`src/rtl/ws281x_pkg.sv`:
```
// Shared types and constants for the WS281x receive path.
package ws281x_pkg;
    typedef enum logic [1:0] {SYNC, IDLE, HIGH, LOW} state_t;

    localparam int HIGH_W = 8;
    localparam int LOW_W  = 16;
    localparam logic [HIGH_W-1:0] HIGH_MAX = 8'd255;
endpackage

```
`src/rtl/ws281x_sync_edge.sv`:
```
// Two-flop synchronizer for an asynchronous line, plus a registered copy for rise/fall detection.
module ws281x_sync_edge (
    input  logic clk,
    input  logic rst_n,
    input  logic din,
    output logic level,
    output logic rise,
    output logic fall
);
    logic s1, s2, s3;

    always_ff @(posedge clk or negedge rst_n) begin
        if (!rst_n) begin
            s1 <= 1'b0;
            s2 <= 1'b0;
            s3 <= 1'b0;
        end else begin
            s1 <= din;
            s2 <= s1;
            s3 <= s2;
        end
    end

    assign level = s2;
    assign rise  = s2 & ~s3;
    assign fall  = ~s2 & s3;
endmodule

```
`src/rtl/ws281x_decode.sv`:
```
// WS281x line decoder: measures high pulses, assembles MSB-first bytes, detects the latch gap.
module ws281x_decode
    import ws281x_pkg::*;
#(
    parameter int ADDR_W     = 6,
    parameter int GLITCH_CNT = 2
) (
    input  logic              clk_in,
    input  logic              rst_n_in,
    input  logic              ws281x_code_in,
    input  logic [7:0]        thr_cnt_in,
    input  logic [15:0]       rst_cnt_in,
    output logic              rx_valid_out,
    output logic [ADDR_W-1:0] rx_addr_out,
    output logic [7:0]        rx_data_out,
    output logic              frame_done_out,
    output logic [ADDR_W:0]   byte_cnt_out,
    output logic              err_out
);
    localparam logic [HIGH_W-1:0] GLITCH = HIGH_W'(GLITCH_CNT);

    logic level, rise, fall;

    ws281x_sync_edge u_sync (
        .clk   (clk_in),
        .rst_n (rst_n_in),
        .din   (ws281x_code_in),
        .level (level),
        .rise  (rise),
        .fall  (fall)
    );

    state_t              state, state_nx;
    logic [HIGH_W-1:0]   high_cnt, high_nx;
    logic [LOW_W-1:0]    low_cnt, low_nx, rst_eff;
    logic [2:0]          bit_cnt, bit_nx;
    logic [7:0]          shreg, sh_nx, sh_shift;
    logic [ADDR_W:0]     addr, addr_nx, bc_nx;
    logic [ADDR_W-1:0]   rxa_nx;
    logic [7:0]          rxd_nx;
    logic                err_nx, valid_nx, done_nx, bit_val;

    assign rst_eff  = (rst_cnt_in == '0) ? 16'd1 : rst_cnt_in;
    assign bit_val  = high_cnt > thr_cnt_in;
    assign sh_shift = {shreg[6:0], bit_val};

    always_comb begin
        state_nx = state;
        high_nx  = high_cnt;
        low_nx   = low_cnt;
        bit_nx   = bit_cnt;
        sh_nx    = shreg;
        addr_nx  = addr;
        err_nx   = err_out;
        valid_nx = 1'b0;
        rxa_nx   = rx_addr_out;
        rxd_nx   = rx_data_out;
        done_nx  = 1'b0;
        bc_nx    = byte_cnt_out;
        case (state)
            SYNC: begin
                if (level) begin
                    low_nx = '0;
                end else if ((17'(low_cnt) + 17'd1) >= 17'(rst_eff)) begin
                    state_nx = IDLE;
                    low_nx   = '0;
                end else begin
                    low_nx = low_cnt + 16'd1;
                end
            end
            IDLE: begin
                if (rise) begin
                    err_nx   = 1'b0;
                    bit_nx   = '0;
                    addr_nx  = '0;
                    high_nx  = 8'd1;
                    state_nx = HIGH;
                end
            end
            HIGH: begin
                if (fall) begin
                    state_nx = LOW;
                    low_nx   = 16'd1;
                    if (high_cnt >= GLITCH) begin
                        sh_nx  = sh_shift;
                        bit_nx = bit_cnt + 3'd1;
                        if (bit_cnt == 3'd7) begin
                            // addr MSB set means the frame buffer is full
                            if (!addr[ADDR_W]) begin
                                valid_nx = 1'b1;
                                rxd_nx   = sh_shift;
                                rxa_nx   = addr[ADDR_W-1:0];
                                addr_nx  = addr + {{ADDR_W{1'b0}}, 1'b1};
                            end else begin
                                err_nx = 1'b1;
                            end
                        end
                    end
                end else if (high_cnt == HIGH_MAX) begin
                    err_nx   = 1'b1;
                    low_nx   = '0;
                    state_nx = SYNC;
                end else begin
                    high_nx = high_cnt + 8'd1;
                end
            end
            LOW: begin
                // a rise takes priority over the gap reaching its length
                if (rise) begin
                    high_nx  = 8'd1;
                    state_nx = HIGH;
                end else if (low_cnt >= rst_eff) begin
                    done_nx  = 1'b1;
                    bc_nx    = addr;
                    if (bit_cnt != 3'd0) err_nx = 1'b1;
                    bit_nx   = '0;
                    state_nx = IDLE;
                end else if (low_cnt != '1) begin
                    low_nx = low_cnt + 16'd1;
                end
            end
            default: state_nx = SYNC;
        endcase
    end

    always_ff @(posedge clk_in or negedge rst_n_in) begin
        if (!rst_n_in) begin
            state          <= SYNC;
            high_cnt       <= '0;
            low_cnt        <= '0;
            bit_cnt        <= '0;
            shreg          <= '0;
            addr           <= '0;
            err_out        <= 1'b0;
            rx_valid_out   <= 1'b0;
            rx_addr_out    <= '0;
            rx_data_out    <= '0;
            frame_done_out <= 1'b0;
            byte_cnt_out   <= '0;
        end else begin
            state          <= state_nx;
            high_cnt       <= high_nx;
            low_cnt        <= low_nx;
            bit_cnt        <= bit_nx;
            shreg          <= sh_nx;
            addr           <= addr_nx;
            err_out        <= err_nx;
            rx_valid_out   <= valid_nx;
            rx_addr_out    <= rxa_nx;
            rx_data_out    <= rxd_nx;
            frame_done_out <= done_nx;
            byte_cnt_out   <= bc_nx;
        end
    end
endmodule
```
`config.mk`:
```
export PLATFORM = sky130hd
export DESIGN_NAME = ws281x_decode
export DESIGN_NICKNAME = d
export VERILOG_FILES = /design/src/rtl/ws281x_pkg.sv /design/src/rtl/ws281x_sync_edge.sv /design/src/rtl/ws281x_decode.sv
export SDC_FILE = /design/constraint.sdc
export NUM_CORES = 1
export LEC_CHECK = 0
export ABC_AREA = 1
export CAP_MARGIN = 25
export CORE_MARGIN = 5
export CORE_UTILIZATION = 45
export CTS_BUF_LIST = sky130_fd_sc_hd__clkbuf_4 sky130_fd_sc_hd__clkbuf_8
export DETAILED_ROUTE_END_ITERATION = 10
export PLACE_DENSITY = 0.69
export SYNTH_ARGS = -nofsm -noshare
export SYNTH_HDL_FRONTEND = slang
export SYNTH_SLANG_ARGS = --single-unit
```
`constraint.sdc`:
```
create_clock -name clk_in -period 2.6 [get_ports clk_in]
set_clock_uncertainty 0.1 [all_clocks]
set_input_delay 0.39 -clock clk_in [delete_from_list [all_inputs] [get_ports clk_in]]
set_output_delay 0.39 -clock clk_in [all_outputs]
set_load 0.01 [all_outputs]
```
==> results.json, run 1 <==
{
  "synthDistinctLibCells": 40,
  "chipHeight_um": 110,
  "met3_length_um": 338,
  "r2r_end": "low_cnt[0]",
  "drive_gt1_frac": 0.205,
  "crit_path_end": "low_cnt[0]",
  "antenna_found_initial": 0,
  "dpl_worst_slack_ns": -0.482,
  "num_rows": 36,
  "dp_hpwl_um": 8230,
  "hold_viol_final": 0,
  "report.final.slew_viol_count": 0,
  "initial_utilization": 0.462,
  "relSlewSlack": 0.745,
  "fin_ws_ns": -0.201,
  "status": "complete, but fails checks",
  "r2r_start": "low_cnt[1]",
  "path_class": "flop to flop",
  "grt_first_pass_wirelength_um": 18900,
  "pwr-share-seq": 0.382,
  "htreeDepth": 3,
  "area_growth_pct": 35.4,
  "dp_cells": 820,
  "coreArea_um2": 9770,
  "rsz0062_at_grt": "yes",
  "start_kind": "flop",
  "ant_nets": 0,
  "synth_area_um2": 4510,
  "grt_start_max_net_pins": 71,
  "min_period_ns": 2.80,
  "viasPerCell": 4.97,
  "hold_class": "flop to flop",
  "yosysSeqAreaShare": 0.388,
  "syn-num-nets": 655,
  "place_area_um2": 5650,
  "tightest_slew_ns": 0.382,
  "diodes": 0,
  "drt_iter0_drc": 179,
  "fmax_mhz": 357,
  "whs_path_depth": 0,
  "met2_wirelength_um": 5490,
  "vias": 4201,
  "cts_tree": "done",
  "drt-met1-wl_um": 5270,
  "die_w_um": 110,
  "worstPathMaxFanout": 3,
  "fin_hold_ws_ns": 0.258,
  "final.fill_count": 860,
  "p_int_mw": 2.27,
  "swShare": 0.407,
  "end_kind": "flop",
  "wl_per_cell_um": 13.3,
  "grt_overflow": 0,
  "violations": "negative setup slack",
  "place_congestion": 0.911,
  "cts.sink_count": 70,
  "final_cell_area_um2": 6110,
  "first_global_vias": 4164,
  "synthesis.instances": 581,
  "firstDrtPassIters": 4,
  "post-route-period-util": 1.08,
  "p_clk_frac": 0.223,
  "ys_seq_elements": 70,
  "clk_latency_ns": 0.36,
  "r2r_cells": 19,
  "p_leak_nw": 3.19,
  "yosysWarnings": 0,
  "crit_path_start": "low_cnt[1]",
  "numPortBuffers": 50,
  "cts.clk_slew.worst_paths_ns": 0.09,
  "p_per_area_nw_per_um2": 626,
  "reg2reg_slack_ns": -0.20,
  "syn_area_per_cell_um2": 7.77,
  "drc": 0,
  "die-area_um2": 12100,
  "arrival_ns": 2.99,
  "grt_usage": 0.196,
  "setup_viol": 18,
  "drv_cap": 0,
  "io_pins": 51,
  "ir_drop_v": 0.000401,
  "clock_path_buffers": 2,
  "p_switching_mw": 1.55,
  "comb_power_share": 0.394,
  "required_ns": 2.79,
  "maxUsedRoutingLayer": "met4",
  "cts_root_buf": "clkbuf_8",
  "wl_um": 11200,
  "numCtsBuffers": 9,
  "nets": 782,
  "layoutNonFillerInstCount": 846
}
-- sequential cells by signal, indices dropped and copies added, names as in the netlist, 2 cells and up --
register and count:
rx_addr_out 6, addr 7, state 2, low_cnt 16
shreg 7, high_cnt 8, bit_cnt 3, rx_data_out 8
byte_cnt_out 7
-- final cells by class --
| cell class | instances | area (um2) | area share |
|---|---|---|---|
| Multi-Input combinational cell | 420 | 2590 | 0.424 |
| Sequential cell | 70 | 1750 | 0.287 |
| Timing Repair Buffer | 123 | 1100 | 0.180 |
| Inverter | 84 | 315 | 0.0516 |
| Tap cell | 133 | 166 | 0.0272 |
| Clock buffer | 9 | 124 | 0.0203 |
| Clock inverter | 7 | 61.3 | 0.0100 |
-- cell usage in the layout (no fill, tap or decap), types with 14 or more instances in the layout --
cell type and n:
o21ai_1 14, dfrtp_1 70, nand3_1 15, buf_4 67, clkdlybuf4s50_1 48, nand2_1 158
a21oi_1 26, nor2_1 34, o21ai_0 28, inv_1 80, ha_1 46
-- logic make-up (layout without fill, tap and decap cells) --
group | Yosys count | count (layout) | share of synthesized area
AOI/OAI and AO/OA | 85 | 85 | 0.103
muxes | 3 | 3 | 0.00748
DFF | 70 | 70 | 0.388
adders and majority gates | 47 | 47 | 0.130
buffers and inverters | 92 | 223 | 0.0798
and+or+nand+nor | 269 | 270 | 0.262
xor gates and xnor gates | 15 | 15 | 0.0291
-- through the flow --
step                utilization  power, mW  TNS (ns)
detailed placement        0.578       2.86    -11.47
floorplan                     -       2.33     -1.81
global placement          0.578       2.80     -8.66
global route              0.625       4.11     -6.88
CTS                       0.617       3.82     -2.44
finish                    0.625       3.82     -3.16
-- power by group through the flow --
stage          Sequential [mW]  Clock [mW]  Combinational [mW]
6_report                  1.46       0.854                1.51
5_1_grt                   1.49       0.914                1.70
4_1_cts                   1.46       0.868                1.49
3_5_place_dp              1.47           0                1.39
3_3_place_gp              1.46           0                1.34
2_1_floorplan             1.47           0               0.867
-- repair_timing --
| action | CTS | global route |
|---|---|---|
| pin swaps | 15 | 4 |
| hold endpoints to repair | 70 | 0 |
| gates cloned | 1 | 1 |
| buffers inserted | 6 | 1 |
| resized for setup | 31 | 12 |
| setup endpoints to repair | 18 | 28 |
| hold buffers | 1 | 0 |
-- per-layer routing --
metal  up-vias  global-route usage
met3        11              0.0355
met2        55               0.328
met1      1996               0.259
met4         0              0.0580
li1       2139                   -
met5         -                   0
-- worst max-delay path: stages, from the launching register on --
cell and delay (ns):
dfrtp_1 0.42, ha_4 0.17, nand3_4 0.09, buf_4 0.15, buf_4 0.12, buf_4 0.12
xnor2_1 0.21, ha_1 0.29, nand2_1 0.06, inv_1 0.05, nand2_1 0.11, nor2_4 0.06
nand2_1 0.07, nand3_2 0.09, nor2_4 0.12, nand3_4 0.14, buf_6 0.15, nand2_2 0.05
nand2_1 0.04, o21ai_1 0.11
-- cells in the mapped netlist, drive strengths merged --
cell,number,area share
xnor2,4,0.0078
nor4,4,0.0055
dfrtp,70,0.39
o22ai,1,0.0014
a41o,1,0.0022
buf,7,0.0091
nor3b,2,0.0033
a22oi,1,0.0017
inv,83,0.069
o211ai,1,0.0017
nand3b,1,0.0017
a21o,2,0.0033
clkinv,1,0.00083
o21a,1,0.0017
clkbuf,1,0.00083
nand3,23,0.030
o21bai,2,0.0033
o21ai,47,0.052
a211oi,1,0.0017
nor3,8,0.0089
a21oi,28,0.034
xor2,11,0.021
nand4,12,0.018
ha,47,0.13
nor2,46,0.045
nand2,173,0.15
mux2,3,0.0075
-- worst min-delay path by stage --
stage                    to      start
6_report       u_sync.level  u_sync.s1
3_3_place_gp   u_sync.level  u_sync.s1
5_1_grt        u_sync.level  u_sync.s1
3_5_place_dp   u_sync.level  u_sync.s1
4_1_cts        u_sync.level  u_sync.s1
2_1_floorplan       addr[0]   rst_n_in
Note: power is estimated with default switching activity, not from simulation.
==> run 2, diff against run 1 <==
--- a/config.mk
+++ b/config.mk
@@ -7,11 +7,13 @@
 export LEC_CHECK = 0
 export ABC_AREA = 1
 export CAP_MARGIN = 25
+export CORE_ASPECT_RATIO = 0.9
 export CORE_MARGIN = 5
 export CORE_UTILIZATION = 45
 export CTS_BUF_LIST = sky130_fd_sc_hd__clkbuf_4 sky130_fd_sc_hd__clkbuf_8
+export CTS_CLUSTER_DIAMETER = 80
 export DETAILED_ROUTE_END_ITERATION = 10
-export PLACE_DENSITY = 0.69
+export DONT_BUFFER_PORTS = 1
 export SYNTH_ARGS = -nofsm -noshare
 export SYNTH_HDL_FRONTEND = slang
 export SYNTH_SLANG_ARGS = --single-unit
==> run 2 against run 1 <==
  * The run still ends with negative setup slack left
  * Clock power is 1% higher
  * Non-clock buffer count is 67 lower
  * Combinational power is 12% lower
  * Maximum frequency is 2.3% lower
  * Via count is 8.6% lower
  * Routed wire length is 6.6% lower
  * Sequential power hardly changed
  * Critical path depth is 4 lower
  * Worst setup slack worse by 0.065 ns
  * Global-route usage is 1.7 points lower
  * Largest cell class unchanged
==> results.json, run 2 (synthesized netlist as in run 1, its figures left out) <==
{
  "status": "complete, but fails checks",
  "violations": "negative setup slack",
  "path_class": "flop to flop",
  "whs_endpoint": "u_sync.level",
  "p_per_area_nw_per_um2": 680,
  "hold_viol_final": 0,
  "max_stage_delay_ns": 0.42,
  "drv_cap": 0,
  "die_w_um": 116,
  "die-area_um2": 12100,
  "largest_reg_flops": 16,
  "viasPerCell": 4.98,
  "final_common_cell": "nand2_1",
  "initial_utilization": 0.463,
  "drc": 0,
  "ir_drop_v": 0.000359,
  "first_global_vias": 3730,
  "cts.sink_count": 70,
  "antenna_found_initial": 0,
  "grt_start_max_net_pins": 71,
  "total_power_mw": 3.69,
  "htreeDepth": 3,
  "tightest_slew_ns": 0.436,
  "arrival_ns": 3.04,
  "p_leak_nw": 2.87,
  "end_kind": "flop",
  "start_kind": "flop",
  "cts.clk_slew.worst_paths_ns": 0.09,
  "relSlewSlack": 0.709,
  "r2r_end": "low_cnt[13]",
  "chipHeight_um": 105,
  "hold_class": "flop to flop",
  "dp_hpwl_um": 7820,
  "num_rows": 34,
  "area_growth_pct": 20.2,
  "post-route-period-util": 1.10,
  "numPortBuffers": 0,
  "worst-path-buf-inv": 0,
  "reg2reg_slack_ns": -0.27,
  "grt_usage": 0.179,
  "drive_gt1_frac": 0.186,
  "cts_tree": "done",
  "regMostFlops": "low_cnt",
  "r2r_cells": 15,
  "clock_path_buffers": 2,
  "fmax_mhz": 349,
  "cts_root_buf": "clkbuf_8",
  "grt_overflow": 0,
  "rsz0062_at_grt": "yes",
  "wl_per_cell_um": 13.6,
  "diodes": 0,
  "final_cell_area_um2": 5430,
  "min_period_ns": 2.87,
  "coreArea_um2": 9740,
  "io_pins": 51,
  "clk_latency_ns": 0.36,
  "reg_top3": "low_cnt: 16 flops, high_cnt: 8 flops, rx_data_out: 8 flops",
  "place_congestion": 0.871,
  "place_area_um2": 5010,
  "firstDrtPassIters": 4,
  "setup_viol": 18,
  "slowest_stage": "dfrtp_1",
  "report.final.slew_viol_count": 0,
  "drt_iter0_drc": 196,
  "worstPathCellList": "ha_4 -> nand3_4 -> nor2_4 -> nand4_1 -> nor3_2 -> xor2_1 -> ha_1 -> a21o_1 -> a21oi_2 -> nand3_2 -> nor2_4 -> nand3_4 -> nand2_8 -> nand2_2 -> o21ai_1",
  "grt_first_pass_wirelength_um": 17800,
  "r2r_start": "low_cnt[1]",
  "required_ns": 2.78,
  "hp-start": "u_sync.s1",
  "ant_nets": 0,
  "numCtsBuffers": 9,
  "cpLargestDelayFamily": "simple AND/OR/NAND/NOR gates",
  "nets": 715,
  "layout_common_cells": "158 x nand2_1, 80 x inv_1, 70 x dfrtp_1",
  "vias": 3841,
  "wl_um": 10500,
  "whs_path_depth": 0,
  "fin_ws_ns": -0.266,
  "final.fill_count": 925,
  "worstPathMaxFanout": 8
}
[run 2: worst max path at each step]
stage / endpoint / cells after the start / from / slack [ns]
floorplan: low_cnt[8] / 16 / low_cnt[0] / -0.16
global route: low_cnt[4] / 18 / low_cnt[1] / -0.48
detailed placement: low_cnt[11] / 18 / low_cnt[0] / -0.31
global placement: low_cnt[8] / 15 / low_cnt[0] / -0.19
CTS: low_cnt[12] / 18 / low_cnt[0] / -0.19
finish: low_cnt[13] / 15 / low_cnt[1] / -0.27
[run 2: cell type report]
cell class | instances | area, um2 | share of cell area
Timing Repair Buffer | 56 | 470 | 0.0867
Inverter | 84 | 315 | 0.0581
Clock inverter | 7 | 61.3 | 0.0113
Sequential cell | 70 | 1750 | 0.323
Multi-Input combinational cell | 420 | 2540 | 0.469
Clock buffer | 9 | 124 | 0.0228
Tap cell | 126 | 158 | 0.0291
[run 2: power breakdown]
| group | total [mW] | switching [mW] | internal, mW |
|---|---|---|---|
| combinational | 1.33 | 0.828 | 0.506 |
| clock | 0.863 | 0.498 | 0.365 |
| sequential | 1.49 | 0.210 | 1.28 |
[run 2: what timing repair did]
action,4_1_cts,5_1_grt
hold buffers,3,0
gates resized for setup,10,19
cloned,1,0
endpoints found under the setup margin,18,20
setup buffers,4,3
pin swaps,5,28
endpoints found under the hold margin,71,0
[run 2: worst register-to-register path, delay by kind of cell (launching register included)]
family	cells	cell delay (ns)
AO/OA/AOI/OAI	3	0.41
XOR/XNOR	1	0.20
adder cells (fa/ha/maj)	2	0.45
flip-flops	1	0.42
AND/OR/NAND/NOR	9	1.20
[run 2: per-layer routing]
layer / track usage / share of wire / vias up / routed length, um
met5: 0 / 0 / - / 0
met4: 0.0444 / 0.010 / 0 / 106
met3: 0.0445 / 0.068 / 10 / 716
met2: 0.269 / 0.44 / 80 / 4590
met1: 0.259 / 0.48 / 1753 / 5070
li1: - / - / 1998 / -
[run 2: through the flow]
stage | worst slack, ns | setup TNS (ns) | std cells | hold WS (ns) | util
after floorplan | -0.163 | -1.81 | 581 | -0.00559 | -
after global placement | -0.192 | -3.03 | 745 | -0.00210 | 0.514
after detailed placement | -0.306 | -4.87 | 745 | -0.00219 | 0.514
after CTS | -0.189 | -2.98 | 769 | 0.253 | 0.547
after global routing | -0.478 | -8.16 | 772 | 0.254 | 0.557
final | -0.266 | -4.50 | 772 | 0.252 | 0.557
==> run 3, diff against run 2 <==
--- a/config.mk
+++ b/config.mk
@@ -8,12 +8,12 @@
 export ABC_AREA = 1
 export CAP_MARGIN = 25
 export CORE_ASPECT_RATIO = 0.9
-export CORE_MARGIN = 5
+export CORE_MARGIN = 2
 export CORE_UTILIZATION = 45
 export CTS_BUF_LIST = sky130_fd_sc_hd__clkbuf_4 sky130_fd_sc_hd__clkbuf_8
 export CTS_CLUSTER_DIAMETER = 80
 export DETAILED_ROUTE_END_ITERATION = 10
-export DONT_BUFFER_PORTS = 1
+export PLACE_DENSITY = 0.69
 export SYNTH_ARGS = -nofsm -noshare
 export SYNTH_HDL_FRONTEND = slang
 export SYNTH_SLANG_ARGS = --single-unit
==> run 3 against run 2 <==
  * The run still ends with negative setup slack left
  * Die area fell by 11%
  * Routed wire length is 4.2% higher
  * Highest routed layer unchanged
  * Critical endpoint is now low_cnt[3]
  * Flip-flop and latch count is the same
  * Largest power group is now combinational cells
==> results.json, run 3 (synthesized netlist as in run 1, its figures left out) <==
{
  "max_stage_delay_ns": 0.44,
  "ir_drop_v": 0.000477,
  "drt_iter0_drc": 192,
  "pwr-share-seq": 0.360,
  "end_kind": "flop",
  "fmax_mhz": 339,
  "num_rows": 34,
  "setup_viol": 18,
  "required_ns": 2.76,
  "regMostFlops": "low_cnt",
  "report.final.slew_viol_count": 0,
  "clock_path_buffers": 2,
  "layout_common_cells": "152 x nand2_1, 79 x inv_1, 70 x dfrtp_1, 70 x buf_4, 44 x ha_1",
  "relSlewSlack": 0.562,
  "status": "complete, but fails checks",
  "coreArea_um2": 9700,
  "fin_hold_ws_ns": 0.251,
  "numPortBuffers": 50,
  "dp_hpwl_um": 7960,
  "cts_root_buf": "clkbuf_8",
  "chipHeight_um": 99.0,
  "worstPathMaxFanout": 7,
  "drv_cap": 0,
  "numCtsBuffers": 9,
  "final_cell_area_um2": 6300,
  "rsz0062_at_grt": "yes",
  "die_w_um": 110,
  "area_growth_pct": 39.6,
  "p_switching_mw": 1.56,
  "fin_ws_ns": -0.352,
  "post-route-util": 0.650,
  "grt_start_max_net_pins": 47,
  "first_global_vias": 3973,
  "nets": 787,
  "worstPathCellList": "ha_4 -> nand3_4 -> nor2_4 -> nand4_1 -> nor3_2 -> xor2_1 -> ha_1 -> a21o_1 -> a21oi_1 -> nand3_2 -> nor2_4 -> nand3_4 -> nand2_8 -> nand2_1 -> o21ai_1",
  "antenna_found_initial": 0,
  "ant_nets": 0,
  "largest_reg_flops": 16,
  "drive_gt1_frac": 0.233,
  "initial_utilization": 0.465,
  "grt_overflow": 0,
  "cts.sink_count": 70,
  "grt_first_pass_wirelength_um": 18000,
  "p_int_mw": 2.50,
  "wl_um": 10900,
  "reg2reg_slack_ns": -0.35,
  "dp_cells": 813,
  "wl_per_cell_um": 12.9,
  "slowest_stage": "dfrtp_1",
  "final.fill_count": 805,
  "reg_top3": "low_cnt: 16 flops, high_cnt: 8 flops, rx_data_out: 8 flops",
  "path_class": "flop to flop",
  "multiInputGateArea_um2": 2690,
  "diodes": 0,
  "dpl_worst_slack_ns": -0.482,
  "layoutNonFillerInstCount": 844,
  "final_common_cell": "nand2_1",
  "clk_latency_ns": 0.35,
  "vias": 4203,
  "post-route-period-util": 1.14,
  "place_area_um2": 5650,
  "swShare": 0.384,
  "p_leak_nw": 3.31,
  "place_congestion": 0.882,
  "grt_usage": 0.207,
  "p_per_area_nw_per_um2": 643,
  "cts.clk_slew.worst_paths_ns": 0.08,
  "arrival_ns": 3.12,
  "start_kind": "flop",
  "io_pins": 51,
  "cts_tree": "done",
  "violations": "negative setup slack",
  "hold_class": "flop to flop",
  "die-area_um2": 10800,
  "drc": 0,
  "tightest_slew_ns": 0.657,
  "comb_power_share": 0.388,
  "p_clk_frac": 0.252,
  "viasPerCell": 4.98,
  "hold_viol_final": 0,
  "seq_area_um2": 1750,
  "firstDrtPassIters": 4,
  "min_period_ns": 2.95,
  "htreeDepth": 3
}
-- run 3: cell count changes in the layout (fill, tap and decap cells not counted), moves of 4 or more --
cell / before / now
nor4_1: 4 / 0
nor2_1: 36 / 32
clkdlybuf4s50_1: 0 / 43
buf_4: 51 / 70
nand2_2: 13 / 17
dlymetal6s2s_1: 0 / 6
nand2_1: 158 / 152
-- run 3: worst paths after layout --
path,startpoint,endpoint,cells after the start
setup / recovery,low_cnt[1],low_cnt[3],15
hold / removal,u_sync.s1,u_sync.level,0
setup reg to reg,low_cnt[1],low_cnt[3],15
hold reg to reg,u_sync.s1,u_sync.level,0
max in group asynchronous,rst_n_in,frame_done_out,3
min in group asynchronous,rst_n_in,low_cnt[7],2
-- run 3: area by class of cell --
cell class	count	area share
repair buffers	128	0.185
multi-input cells	420	0.426
well taps	126	0.0250
inverters	84	0.0500
clock inverters	7	0.0163
flip-flops and latches	70	0.278
clock buffers	9	0.0197
-- run 3: timing repair --
item | in CTS | in global routing
pin swaps | 20 | 39
hold endpoints to repair | 24 | 0
setup buffers | 4 | 8
hold buffers | 1 | 0
cloned | 1 | 1
gates resized for setup | 12 | 58
endpoints found under the setup margin | 28 | 30
-- run 3: power groups by stage --
stage / sequential [mW] / combinational (mW) / clock (mW)
after CTS: 1.45 / 1.45 / 1.03
after global placement: 1.46 / 1.34 / 0
after floorplan: 1.47 / 0.867 / 0
final: 1.46 / 1.57 / 1.02
after detailed placement: 1.47 / 1.39 / 0
after global routing: 1.49 / 1.76 / 1.09
-- run 3: per-layer routing --
layer,vias up,track usage,part of all wire
li1,2152,-,-
met4,0,0.0467,0.0071
met2,62,0.329,0.48
met1,1979,0.296,0.47
met5,-,0,0
met3,10,0.0351,0.036
-- run 3: through the flow --
step | total power [mW] | setup TNS (ns)
global route | 4.34 | -8.09
floorplan | 2.33 | -1.81
global placement | 2.80 | -12.16
detailed placement | 2.86 | -12.86
finish | 4.06 | -5.39
CTS | 3.93 | -3.37
-- run 3: critical path: cells and delay by family (launching register included) --
family          cells  cell delay [ns]
fa+ha+maj           2             0.48
xor+xnor            1             0.25
simple gates        9             1.12
compound gates      3             0.47
flops               1             0.44
